$ cat src/rtl/mac_job_sequencer_if.sv
// Bundles the job, operand, MAC and result signals of mac_job_sequencer.
// The slave modport is the sequencer's view; the master modport is the initiator and MAC side.
interface mac_job_sequencer_if #(
   parameter int LEN_W = 8
);
   logic             start;
   logic [LEN_W-1:0] len;
   logic             busy;
   logic             in_vld;
   logic             in_rdy;
   logic [7:0]       in_a;
   logic [7:0]       in_b;
   logic             mac_clr;
   logic             mac_en;
   logic [7:0]       mac_a;
   logic [7:0]       mac_b;
   logic [63:0]      mac_accum;
   logic             res_vld;
   logic             res_rdy;
   logic [63:0]      res_data;

   modport slave (
      input  start, len, in_vld, in_a, in_b, mac_accum, res_rdy,
      output busy, in_rdy, mac_clr, mac_en, mac_a, mac_b, res_vld, res_data
   );

   modport master (
      output start, len, in_vld, in_a, in_b, mac_accum, res_rdy,
      input  busy, in_rdy, mac_clr, mac_en, mac_a, mac_b, res_vld, res_data
   );
endinterface

$ cat src/rtl/mac_job_sequencer.sv
// Job controller for an 8x8 MAC: clears it, streams LEN operand pairs, waits out
// the MAC pipeline, then hands the final accumulator back over a valid/ready port.
module mac_job_sequencer #(
   parameter int LEN_W     = 8,
   parameter int DRAIN_CYC = 3
) (
   input  logic                 clk,
   input  logic                 rst_n,
   mac_job_sequencer_if.slave   bus
);
   localparam int DW = $clog2(DRAIN_CYC + 1);

   typedef enum logic [2:0] {
      S_IDLE,
      S_CLR,
      S_FEED,
      S_DRAIN,
      S_DONE
   } state_t;

   state_t           r_state;
   logic [LEN_W-1:0] r_len;
   logic [LEN_W-1:0] r_cnt;
   logic [DW-1:0]    r_drain;
   logic             r_busy;
   logic             r_in_rdy;
   logic             r_mac_clr;
   logic             r_mac_en;
   logic [7:0]       r_mac_a;
   logic [7:0]       r_mac_b;
   logic             r_res_vld;
   logic [63:0]      r_res_data;

   logic             w_accept;
   logic             w_last_pair;
   logic             w_drain_done;

   assign w_accept     = r_in_rdy & bus.in_vld;
   assign w_last_pair  = (r_cnt == r_len - LEN_W'(1));
   assign w_drain_done = (r_drain == DW'(DRAIN_CYC));

   always_ff @(posedge clk) begin
      if (!rst_n) begin
         r_state    <= S_IDLE;
         r_len      <= '0;
         r_cnt      <= '0;
         r_drain    <= '0;
         r_busy     <= 1'b0;
         r_in_rdy   <= 1'b0;
         r_mac_clr  <= 1'b0;
         r_mac_en   <= 1'b0;
         r_mac_a    <= '0;
         r_mac_b    <= '0;
         r_res_vld  <= 1'b0;
         r_res_data <= '0;
      end else begin
         // clr and en are single-cycle strobes unless re-armed below
         r_mac_clr <= 1'b0;
         r_mac_en  <= 1'b0;
         case (r_state)
            S_IDLE: begin
               if (bus.start) begin
                  r_len     <= bus.len;
                  r_busy    <= 1'b1;
                  r_mac_clr <= 1'b1;
                  r_state   <= S_CLR;
               end
            end
            S_CLR: begin
               r_cnt   <= '0;
               r_drain <= '0;
               if (r_len == '0) begin
                  r_state <= S_DRAIN;
               end else begin
                  r_in_rdy <= 1'b1;
                  r_state  <= S_FEED;
               end
            end
            S_FEED: begin
               if (w_accept) begin
                  r_mac_en <= 1'b1;
                  r_mac_a  <= bus.in_a;
                  r_mac_b  <= bus.in_b;
                  r_cnt    <= r_cnt + LEN_W'(1);
                  if (w_last_pair) begin
                     r_in_rdy <= 1'b0;
                     r_state  <= S_DRAIN;
                  end
               end
            end
            S_DRAIN: begin
               // the extra cycle beyond DRAIN_CYC lets the MAC output register settle
               if (w_drain_done) begin
                  r_res_data <= bus.mac_accum;
                  r_res_vld  <= 1'b1;
                  r_state    <= S_DONE;
               end else begin
                  r_drain <= r_drain + DW'(1);
               end
            end
            S_DONE: begin
               if (bus.res_rdy) begin
                  r_res_vld <= 1'b0;
                  r_busy    <= 1'b0;
                  r_state   <= S_IDLE;
               end
            end
            default: r_state <= S_IDLE;
         endcase
      end
   end

   assign bus.busy     = r_busy;
   assign bus.in_rdy   = r_in_rdy;
   assign bus.mac_clr  = r_mac_clr;
   assign bus.mac_en   = r_mac_en;
   assign bus.mac_a    = r_mac_a;
   assign bus.mac_b    = r_mac_b;
   assign bus.res_vld  = r_res_vld;
   assign bus.res_data = r_res_data;
endmodule
$ cat src/flat_wrapper.sv
// flat-port wrapper written by rule: the top's interface ports become plain ports
module mac_job_sequencer_flat 
#(
   parameter int LEN_W     = 8,
   parameter int DRAIN_CYC = 3
)
  (clk, rst_n, bus_start, bus_len, bus_in_vld, bus_in_a, bus_in_b, bus_mac_accum, bus_res_rdy, bus_busy, bus_in_rdy, bus_mac_clr, bus_mac_en, bus_mac_a, bus_mac_b, bus_res_vld, bus_res_data);
  mac_job_sequencer_if #(.LEN_W(LEN_W)) bus_i ();
  input  logic clk;
  input  logic rst_n;
  input wire logic [$bits(bus_i.start)-1:0] bus_start;
  input wire logic [$bits(bus_i.len)-1:0] bus_len;
  input wire logic [$bits(bus_i.in_vld)-1:0] bus_in_vld;
  input wire logic [$bits(bus_i.in_a)-1:0] bus_in_a;
  input wire logic [$bits(bus_i.in_b)-1:0] bus_in_b;
  input wire logic [$bits(bus_i.mac_accum)-1:0] bus_mac_accum;
  input wire logic [$bits(bus_i.res_rdy)-1:0] bus_res_rdy;
  output wire logic [$bits(bus_i.busy)-1:0] bus_busy;
  output wire logic [$bits(bus_i.in_rdy)-1:0] bus_in_rdy;
  output wire logic [$bits(bus_i.mac_clr)-1:0] bus_mac_clr;
  output wire logic [$bits(bus_i.mac_en)-1:0] bus_mac_en;
  output wire logic [$bits(bus_i.mac_a)-1:0] bus_mac_a;
  output wire logic [$bits(bus_i.mac_b)-1:0] bus_mac_b;
  output wire logic [$bits(bus_i.res_vld)-1:0] bus_res_vld;
  output wire logic [$bits(bus_i.res_data)-1:0] bus_res_data;
  assign bus_i.start = bus_start;
  assign bus_i.len = bus_len;
  assign bus_i.in_vld = bus_in_vld;
  assign bus_i.in_a = bus_in_a;
  assign bus_i.in_b = bus_in_b;
  assign bus_i.mac_accum = bus_mac_accum;
  assign bus_i.res_rdy = bus_res_rdy;
  assign bus_busy = bus_i.busy;
  assign bus_in_rdy = bus_i.in_rdy;
  assign bus_mac_clr = bus_i.mac_clr;
  assign bus_mac_en = bus_i.mac_en;
  assign bus_mac_a = bus_i.mac_a;
  assign bus_mac_b = bus_i.mac_b;
  assign bus_res_vld = bus_i.res_vld;
  assign bus_res_data = bus_i.res_data;
  mac_job_sequencer #(.LEN_W(LEN_W), .DRAIN_CYC(DRAIN_CYC)) u_core (.clk(clk), .rst_n(rst_n), .bus(bus_i));
endmodule
$ cat config.mk
export PLATFORM = sky130hd
export DESIGN_NAME = mac_job_sequencer_flat
export DESIGN_NICKNAME = d
export VERILOG_FILES = /design/src/rtl/mac_job_sequencer_if.sv /design/src/rtl/mac_job_sequencer.sv /design/src/flat_wrapper.sv
export SDC_FILE = /design/constraint.sdc
export NUM_CORES = 1
export LEC_CHECK = 0
export ABC_AREA = 1
export CORE_MARGIN = 8
export CORE_UTILIZATION = 38
export DETAILED_ROUTE_END_ITERATION = 10
export PLACE_DENSITY = 0.82
export SLEW_MARGIN = 20
export SYNTH_ARGS = -nofsm -noshare
export SYNTH_HDL_FRONTEND = slang
export SYNTH_SLANG_ARGS = --single-unit
$ cat constraint.sdc
create_clock -name clk -period 1.7 [get_ports clk]
set_clock_uncertainty 0.15 [all_clocks]
set_input_delay 0.17 -clock clk [delete_from_list [all_inputs] [get_ports clk]]
set_output_delay 0.17 -clock clk [all_outputs]
set_load 0.03 [all_outputs]
==> flow_summary.json <==
{
  "outcome": "finished with violations",
  "violations": "setup timing",
  "clk_pin_slew_worst_paths_ns": 0.10,
  "root_buffer": "clkbuf_8",
  "areaGrowthSynthToFinish_pct": 52.6,
  "yosys_register_bits": 106,
  "arrival_ns": 1.90,
  "setup_ws_ns": -0.0815,
  "fin_cells": 891,
  "cts_buffer_depth": 2,
  "grt_start_max_net_pins": 59,
  "hold_class": "in2reg",
  "max_freq_mhz": 561,
  "crit_required_ns": 1.82,
  "path_class": "reg2reg",
  "vias": 4421,
  "synth-warning-count": 0,
  "yosysTopAreaCellShare_pct": 50.0,
  "place_area_um2": 6290,
  "grt_pass1_wl_mm": 22.0,
  "wl_mm": 13.9,
  "critPathLaunchType": "register",
  "die_height_um": 122,
  "leakage_nw": 2.81,
  "detailed_place_hpwl_mm": 10.5,
  "end_kind": "register",
  "rsz0062_at_grt": "true",
  "first_global_vias": 4539,
  "final_cell_mix": "nand2_1 (109), dfxtp_1 (101), clkdlybuf4s50_1 (92), a21oi_1 (87), dlygate4sd2_1 (84)",
  "holdWs_ns": 0.211,
  "ios": 178,
  "cts_htree_levels": 3,
  "nets": 842,
  "netlist_top_cells_area": "dfxtp_1 (50%), a21oi_1 (10%), nand2_1 (9.9%)",
  "cts_sinks": 106,
  "r2r_start": "u_core.r_len[0]",
  "ir_drop_uv": 650,
  "start_util_pct": 39.0,
  "drt_pass1_iterations": 4,
  "critPathLaunch": "u_core.r_len[0]",
  "core_um2": 10900,
  "worst_slew_pin_slew_ns": 0.364,
  "grt_overflow_total": 0,
  "synth_area_leader_cell": "dfxtp_1",
  "fp-row-count": 38,
  "cts_tree": "yes",
  "die_w_um": 122,
  "layout-drive-gt1-share_pct": 10.4,
  "reg2reg_to": "u_core.r_state[0]",
  "rr_worst_depth": 13,
  "cts_hold_buf": 0,
  "dieArea_um2": 14800,
  "routedWlPerCell_um": 15.5,
  "syn_area_per_cell_um2": 7.57,
  "syn-num-nets": 657,
  "antenna_found_initial": 0,
  "final_area_um2": 6480,
  "worst-path-max-fanout": 3,
  "portBuffers": 177,
  "num_antenna_cells": 0,
  "endpoint": "u_core.r_state[0]",
  "dp_cells": 870,
  "min_period_ns": 1.78,
  "antenna_left": 0,
  "place.gp.congestion": 0.831,
  "max_cap_viol_count": 0,
  "r2r_slack_ns": -0.08,
  "insertion_delay_ns": 0.38,
  "period_share_pct": 105,
  "drt_iter0_markers": 205,
  "route.detailed.drc": 0,
  "synth_cell_types": 29,
  "final_hold_viol_count": 0,
  "syn_area_um2": 4250,
  "drt-vias-per-instance": 4.96,
  "setup_tns_ns": -0.149,
  "final_common_cell": "nand2_1",
  "finalSetupViolCount": 2,
  "grtUsageTotal_pct": 18.4,
  "powerDensity_nw_per_um2": 923,
  "cts_buffers": 9,
  "yosysSeqAreaShare_pct": 50.0,
  "maxSlewViolCount": 0,
  "syn_inst": 561,
  "relSlewSlack_pct": 75.7
}
-- logic make-up (layout without fill, tap and decap cells) --
logic type      Yosys count  after routing  synth area share [%]
buf+inv                  67            257                  6.66
xor+xnor                  2              2                 0.413
simple gates            261            261                  27.6
flops                   106            106                  50.0
fa+ha+maj                 3              3                 0.884
compound gates          122            122                  14.4
-- through the flow --
stage,worst slack (ns),util (%),power [W]
detailed placement,-0.179,57.8,0.00434
global route,-0.216,59.5,0.00634
global placement,-0.119,57.8,0.00429
CTS,-0.110,59.0,0.00596
floorplan,0.0202,-,0.00369
finish,-0.0815,59.5,0.00598
-- layout make-up --
cell class / count / area [µm²]
Clock buffer: 11 / 131
Clock inverter: 5 / 62.6
Fill cell: 1011 / 4410
Inverter: 33 / 126
Multi-Input combinational cell: 388 / 1900
Sequential cell: 106 / 2130
Tap cell: 140 / 175
Timing Repair Buffer: 208 / 1960
-- critical path: stages (launching register included) --
cell and delay, ns:
dfxtp_2 0.35, inv_2 0.05, ha_4 0.26, nor2_2 0.03, nor2_2 0.10, nand2_1 0.05, nor2_1 0.09, nand3_1 0.08
nor2_1 0.11, nand2_1 0.10, nand2_2 0.11, nand3_2 0.07, nand2_1 0.08, nor2_1 0.05
-- sequential cells by signal (all words and copies together), names as in the netlist --
signal	cells
u_core.bus.mac_clr	1
u_core.r_drain	2
u_core.r_state	3
u_core.bus.busy	1
u_core.bus.mac_en	1
u_core.r_len	8
u_core.r_cnt	8
u_core.bus.mac_a	8
u_core.bus.res_vld	1
u_core.bus.res_data	64
u_core.bus.mac_b	8
u_core.bus.in_rdy	1
-- worst min-delay path by stage --
stage,start,to,slack [ns],cells after the start
2_1_floorplan,bus_in_a[0],u_core.bus.mac_a[0],0.18,2
3_3_place_gp,u_core.r_drain[0],u_core.r_drain[0],0.30,1
3_5_place_dp,u_core.bus.res_data[38],u_core.bus.res_data[38],0.30,2
4_1_cts,bus_mac_accum[36],u_core.bus.res_data[36],0.18,3
5_1_grt,bus_mac_accum[60],u_core.bus.res_data[60],0.19,3
6_report,bus_mac_accum[57],u_core.bus.res_data[57],0.21,3
-- metal layers --
layer	part of all wire, %	vias up	global-route usage, %
li1	-	2226	-
met1	37	2035	18.0
met2	52	134	32.6
met3	8.6	26	8.88
met4	2.8	0	8.02
met5	0	-	0
-- cells in the mapped netlist --
cell type,count
o21ai_1,3
inv_1,30
nor2_2,2
o21ai_0,30
clkinv_1,1
nor4_1,2
nand3_1,80
nor3_1,3
xor2_1,1
buf_1,2
clkbuf_1,19
nor4_2,1
nor3_2,1
buf_4,6
nand3_2,2
dfxtp_1,106
a21oi_1,88
nand2_1,112
and3_2,1
ha_1,3
nor2_1,50
nor3_4,1
nand4_1,2
xnor2_1,1
nor2_4,1
buf_2,7
inv_2,2
nand2_4,3
o211ai_1,1
-- timing repair --
action / CTS / global route
pin swaps: 10 / 13
endpoints found under the setup margin: 154 / 74
buffers inserted: 3 / 2
gates resized for setup: 92 / 13
-- where the power goes --
group	switching [W]	internal, W
Combinational	0.000923	0.000761
Sequential	0.000121	0.00262
Clock	0.000868	0.000691
Note: power is estimated with default switching activity, not from simulation.
==> variant 1 (same settings) <==
The 5 states of `state_t` get a one-hot encoding in 5 bits.
--- a/src/rtl/mac_job_sequencer.sv
+++ b/src/rtl/mac_job_sequencer.sv
@@ -12,8 +12,8 @@
 
-   typedef enum logic [2:0] {
-      S_IDLE,
-      S_CLR,
-      S_FEED,
-      S_DRAIN,
-      S_DONE
+   typedef enum logic [4:0] {
+      S_IDLE  = 5'b00001,
+      S_CLR   = 5'b00010,
+      S_FEED  = 5'b00100,
+      S_DRAIN = 5'b01000,
+      S_DONE  = 5'b10000
    } state_t;
Check against the original RTL: same outputs for any inputs over 10 cycles, from zero or initial values and one cycle with rst_n low; not proved beyond that.
==> variant 1 against the unedited design <==
- the run still ends with negative setup slack left
- via count up 8.0%
- worst setup slack got worse by 14 ps
- synthesized area is 3.4% higher
- power is 23% higher
- sequential share of layout area fell by 6.3 points
- sequential power rose by 4%
- wire length rose by 22%
- cell area up 26%
- sequential cell count rose by 2
- critical endpoint is now u_core.bus.res_data[30]
- largest cell class is now multi-input combinational cells
==> variant 1: results (changes against the unedited design) <==
| Metric | Value |
|---|---|
| Diodes inserted | `0 (unchanged)` |
| Fill cells | `816 (-19%)` |
| # nets final | `892 (+5.9%)` |
| Tot GR Track Use | `0.169 (-0.0157)` |
| Vias after detailed routing | `4773 (+8.0%)` |
| Worst-path fanout max | `6 (+3)` |
| Post-synth top cells | `nand2_1, dfxtp_1, a21oi_1` |
| Worst Setup Slack, final | `-95.7 ps (-14.2 ps)` |
| DR pass1 iterations | `4 (unchanged)` |
| RD Place Congestion | `0.841 (+1.1%)` |
| Synth area leaders | `dfxtp_1, nand2_1, a21oi_1` |
| Cell Area, Placed | `6460 µm² (+2.8%)` |
| Violations in the final reports | `negative setup slack` |
| P_leak | `4.01 nW (+43%)` |
| Crit path DAT | `1850 ps (-50 ps)` |
| Max reg flops | `64 (unchanged)` |
| Synth Flop Type | `dfxtp_1` |
| CTS Root Cell | `clkbuf_16` |
| Slew at the pin closest to its max-slew limit | `517 ps (+153 ps)` |
| Max IR drop VDD | `0.869 mV (+34%)` |
| Status | `finished with violations` |
| H-Tree Depth | `3 (unchanged)` |
| CTS Buffer Depth | `2 (unchanged)` |
| Largest net degree at the start of global routing | `44 (-25%)` |
| Antenna violations before repair | `0 (unchanged)` |
| Min-delay worst type | `input pin to flop` |
| I/O Buffers | `177 (unchanged)` |
| Final WL | `16900 µm (+22%)` |
| Final setup viols | `63 (+61)` |
| Syn_nets | `680 (+3.5%)` |
| FFs w/ async S/R, synth | `0 (unchanged)` |
| YS warnings | `0 (unchanged)` |
| First-pass GRT wire length | `20700 µm (-5.7%)` |
| Share of post-route cells with drive strength above 1 | `0.308 (+0.204)` |
| Vias in the first global route | `4174 (-8.0%)` |
| Unique masters post-synth | `27 (-6.9%)` |
| Num rows | `39 (+2.6%)` |
| Post-DP HPWL | `9800 µm (-6.2%)` |
| CTS Buf Count | `9 (unchanged)` |
| Register area share after synthesis | `0.492 (-0.00754)` |
| Worst-Skew Late Latency | `340 ps (-40 ps)` |
| CTS clock-pin slew for the worst setup and hold paths | `70 ps (-30 ps)` |
| Drt first-iter violations | `270 (+32%)` |
-- variant 1: power by group --
part | switching, W | internal (W)
sequential | 0.000154 | 0.00269
combinational | 0.00127 | 0.00107
clock | 0.000920 | 0.00127
-- variant 1: path summary, 6_finish.rpt --
check                                  to  slack (ps)  depth (start not counted)                    from
setup / recovery  u_core.bus.res_data[30]        -100                          9       u_core.r_state[1]
hold / removal    u_core.bus.res_data[53]         250                          3       bus_mac_accum[53]
setup reg to reg  u_core.bus.res_data[30]        -100                          9       u_core.r_state[1]
hold reg to reg    u_core.bus.res_data[2]         310                          2  u_core.bus.res_data[2]
-- variant 1: cells by family (layout without fill, tap and decap cells) --
kind of cell	Yosys count	after routing	share of synthesized area
simple gates	285	286	0.290
buf+inv	68	281	0.0652
xor+xnor	7	7	0.0140
fa+ha+maj	3	3	0.00855
compound gates	113	113	0.130
flops	108	108	0.492
-- variant 1: worst max-delay path: stages, from the launching register on --
cell	delay, ps
dfxtp_4	360
nor2_4	160
nand2_2	80
nor3_4	230
buf_6	180
buf_12	120
nand2_8	80
buf_8	180
nand2_2	60
a21oi_2	50
-- variant 1: area by class of cell --
class | count | share of cell area
Multi-Input combinational cell | 409 | 0.335
Sequential cell | 108 | 0.265
Tap cell | 143 | 0.0219
Clock inverter | 4 | 0.00934
Clock buffer | 9 | 0.0276
Timing Repair Buffer | 235 | 0.325
Inverter | 33 | 0.0155
-- variant 1: through the flow --
stage | cells | setup slack (ps) | hold slack, ps | utilization | setup TNS [ps]
after global placement | 897 | -51.1 | 297 | 0.569 | -102
after detailed placement | 897 | -86.0 | 300 | 0.569 | -322
after global routing | 941 | -253 | 247 | 0.719 | -8380
after floorplan | 584 | 33.8 | 155 | - | 0
final | 941 | -95.7 | 254 | 0.719 | -2700
after CTS | 911 | -16.7 | 240 | 0.594 | -18.6
-- variant 1: layer usage --
layer	vias to the layer above	GRT usage	wire length, µm
met5	-	0	0
met2	143	0.277	8600
li1	2355	-	-
met4	0	0.0504	463
met3	31	0.0580	1100
met1	2244	0.205	6700
-- variant 1: what timing repair did --
action,in CTS,in global routing
pin swaps,5,36
endpoints found under the setup margin,59,126
resized for setup,29,274
buffers inserted,1,15
gates cloned,0,15
==> variant 2 (config.mk and constraints unchanged) <==
Without the edit above. `LEN_W` is set to 8 in 3 places; all go to 16.
--- a/src/rtl/mac_job_sequencer_if.sv
+++ b/src/rtl/mac_job_sequencer_if.sv
@@ -3,3 +3,3 @@
 interface mac_job_sequencer_if #(
-   parameter int LEN_W = 8
+   parameter int LEN_W = 16
 );
--- a/src/rtl/mac_job_sequencer.sv
+++ b/src/rtl/mac_job_sequencer.sv
@@ -3,3 +3,3 @@
 module mac_job_sequencer #(
-   parameter int LEN_W     = 8,
+   parameter int LEN_W     = 16,
    parameter int DRAIN_CYC = 3
--- a/src/flat_wrapper.sv
+++ b/src/flat_wrapper.sv
@@ -3,3 +3,3 @@
 #(
-   parameter int LEN_W     = 8,
+   parameter int LEN_W     = 16,
    parameter int DRAIN_CYC = 3
Ports: changed (resized bus_len); port bits go from 178 to 186. No check against the original RTL was run, so the function may have changed too.
==> variant 2 against the unedited design <==
- the run still ends with negative setup slack left
- cell area increased by 39%
- maximum frequency down 12%
- count of clock-buffer cells in the layout rose by 9
- worst setup slack got worse by 250 ps
- worst hold slack got worse by 33 ps
- sequential cell count is 16 higher
- sequential share of layout area shrank 5.7 points
- clock power up 130%
- synthesized area up 22%
- wire length grew 45%
- critical path depth down 2
- global-route usage grew 1.0 points
- power up 68%
- critical path type unchanged
- largest cell class is now multi-input combinational cells
- highest routed layer unchanged
==> variant 2: results (changes against the unedited design) <==
| Metric | Value |
|---|---|
| Worst reg2reg endpoint | `u_core.bus.in_rdy` |
| Drt first-iter violations | `374 (+82%)` |
| Met2 WL | `10300 µm (+43%)` |
| Non-clk bufs | `277 (+33%)` |
| Post-Syn Instances | `710 (+27%)` |
| Post-cts gate resize count | `122 (+33%)` |
| #MultiIn Comb | `502 (+29%)` |
| P_sw | `0.00330 W (+73%)` |
| CTS Buf Count | `17 (+8)` |
| H-Tree Depth | `4 (+1)` |
| Routed met3 length | `2120 µm (+77%)` |
| Violations in the final reports | `negative setup slack` |
| Slew at the pin closest to its max-slew limit | `380 ps (+16.4 ps)` |
| Wire per inst | `17.4 µm (+12%)` |
| Met1 usage | `0.198 (+0.0179)` |
| P_seq | `0.00323 W (+18%)` |
| Final setup viols | `32 (+30)` |
| CTS Root Cell | `clkbuf_16` |
| Crit path DAT | `2170 ps (+270 ps)` |
| Worst Setup Slack, final | `-330 ps (-249 ps)` |
| Max IR drop VDD | `0.867 mV (+33%)` |
| Comb pwr share | `0.321 (+0.039)` |
| RD Place Congestion | `0.825 (-0.71%)` |
| Placed cells | `1100 (+26%)` |
| Vias in the first global route | `5600 (+23%)` |
| First-pass GRT wire length | `27900 µm (+27%)` |
| Synth area leaders | `dfxtp_1, nand2_1, a21oi_1` |
| Non-Filler Instances | `1158 (+30%)` |
| Status | `finished with violations` |
| Largest net degree at the start of global routing | `67 (+14%)` |
| NonClk Buf Share | `0.301 (-0.00121)` |
| GR met2 Demand/Resource | `0.333 (+0.00680)` |
| Number of setup buffers added after CTS | `7 (+4)` |
| CTS clock-pin slew for the worst setup and hold paths | `60 ps (-40 ps)` |
| Vias after detailed routing | `5887 (+33%)` |
| Met3 GRT Util | `0.110 (+0.0209)` |
| Worst-path fanout max | `7 (+4)` |
| FF+latch count | `122 (+15%)` |
| CP max stage delay | `320 ps (-30 ps)` |
| Multi-input gate share of the layout cell area | `0.316 (+0.0237)` |
| Share of post-route cells with drive strength above 1 | `0.241 (+0.137)` |
| Hold path start | `bus_mac_accum[38]` |
| Fill cells | `1025 (+1.4%)` |
| Clock buffer cells | `20 (+9)` |
| Wl on met1 | `7260 µm (+43%)` |
| Inverter count | `49 (+48%)` |
| DR pass1 iterations | `5 (+1)` |
==> variant 2: cell count changes after synthesis, moves of 10 or more <==
cell / delta
a21oi_1: +10
clkbuf_1: +10
dfxtp_1: +16
inv_1: +15
nand2_1: +40
nor2_1: +21
o21ai_0: +13
==> variant 2: cells by family after synthesis <==
| kind of cell | synth area share |
|---|---|
| adders and majority gates | 0.00724 |
| xor gates and xnor gates | 0.0118 |
| AOI/OAI and AO/OA | 0.147 |
| and+or+nand+nor | 0.298 |
| DFF | 0.471 |
| buffers and inverters | 0.0649 |
==> variant 2: per-stage QoR <==
step	worst slack, ps	area (µm²)	setup TNS, ps	hold WS [ps]	total power, W
detailed placement	-321	7680	-4840	302	0.00594
global placement	-243	7680	-4270	297	0.00589
floorplan	-20.8	5200	-36.2	184	0.00475
CTS	-243	8350	-971	171	0.00969
finish	-330	9020	-1500	178	0.0101
global route	-483	9020	-6010	171	0.0105
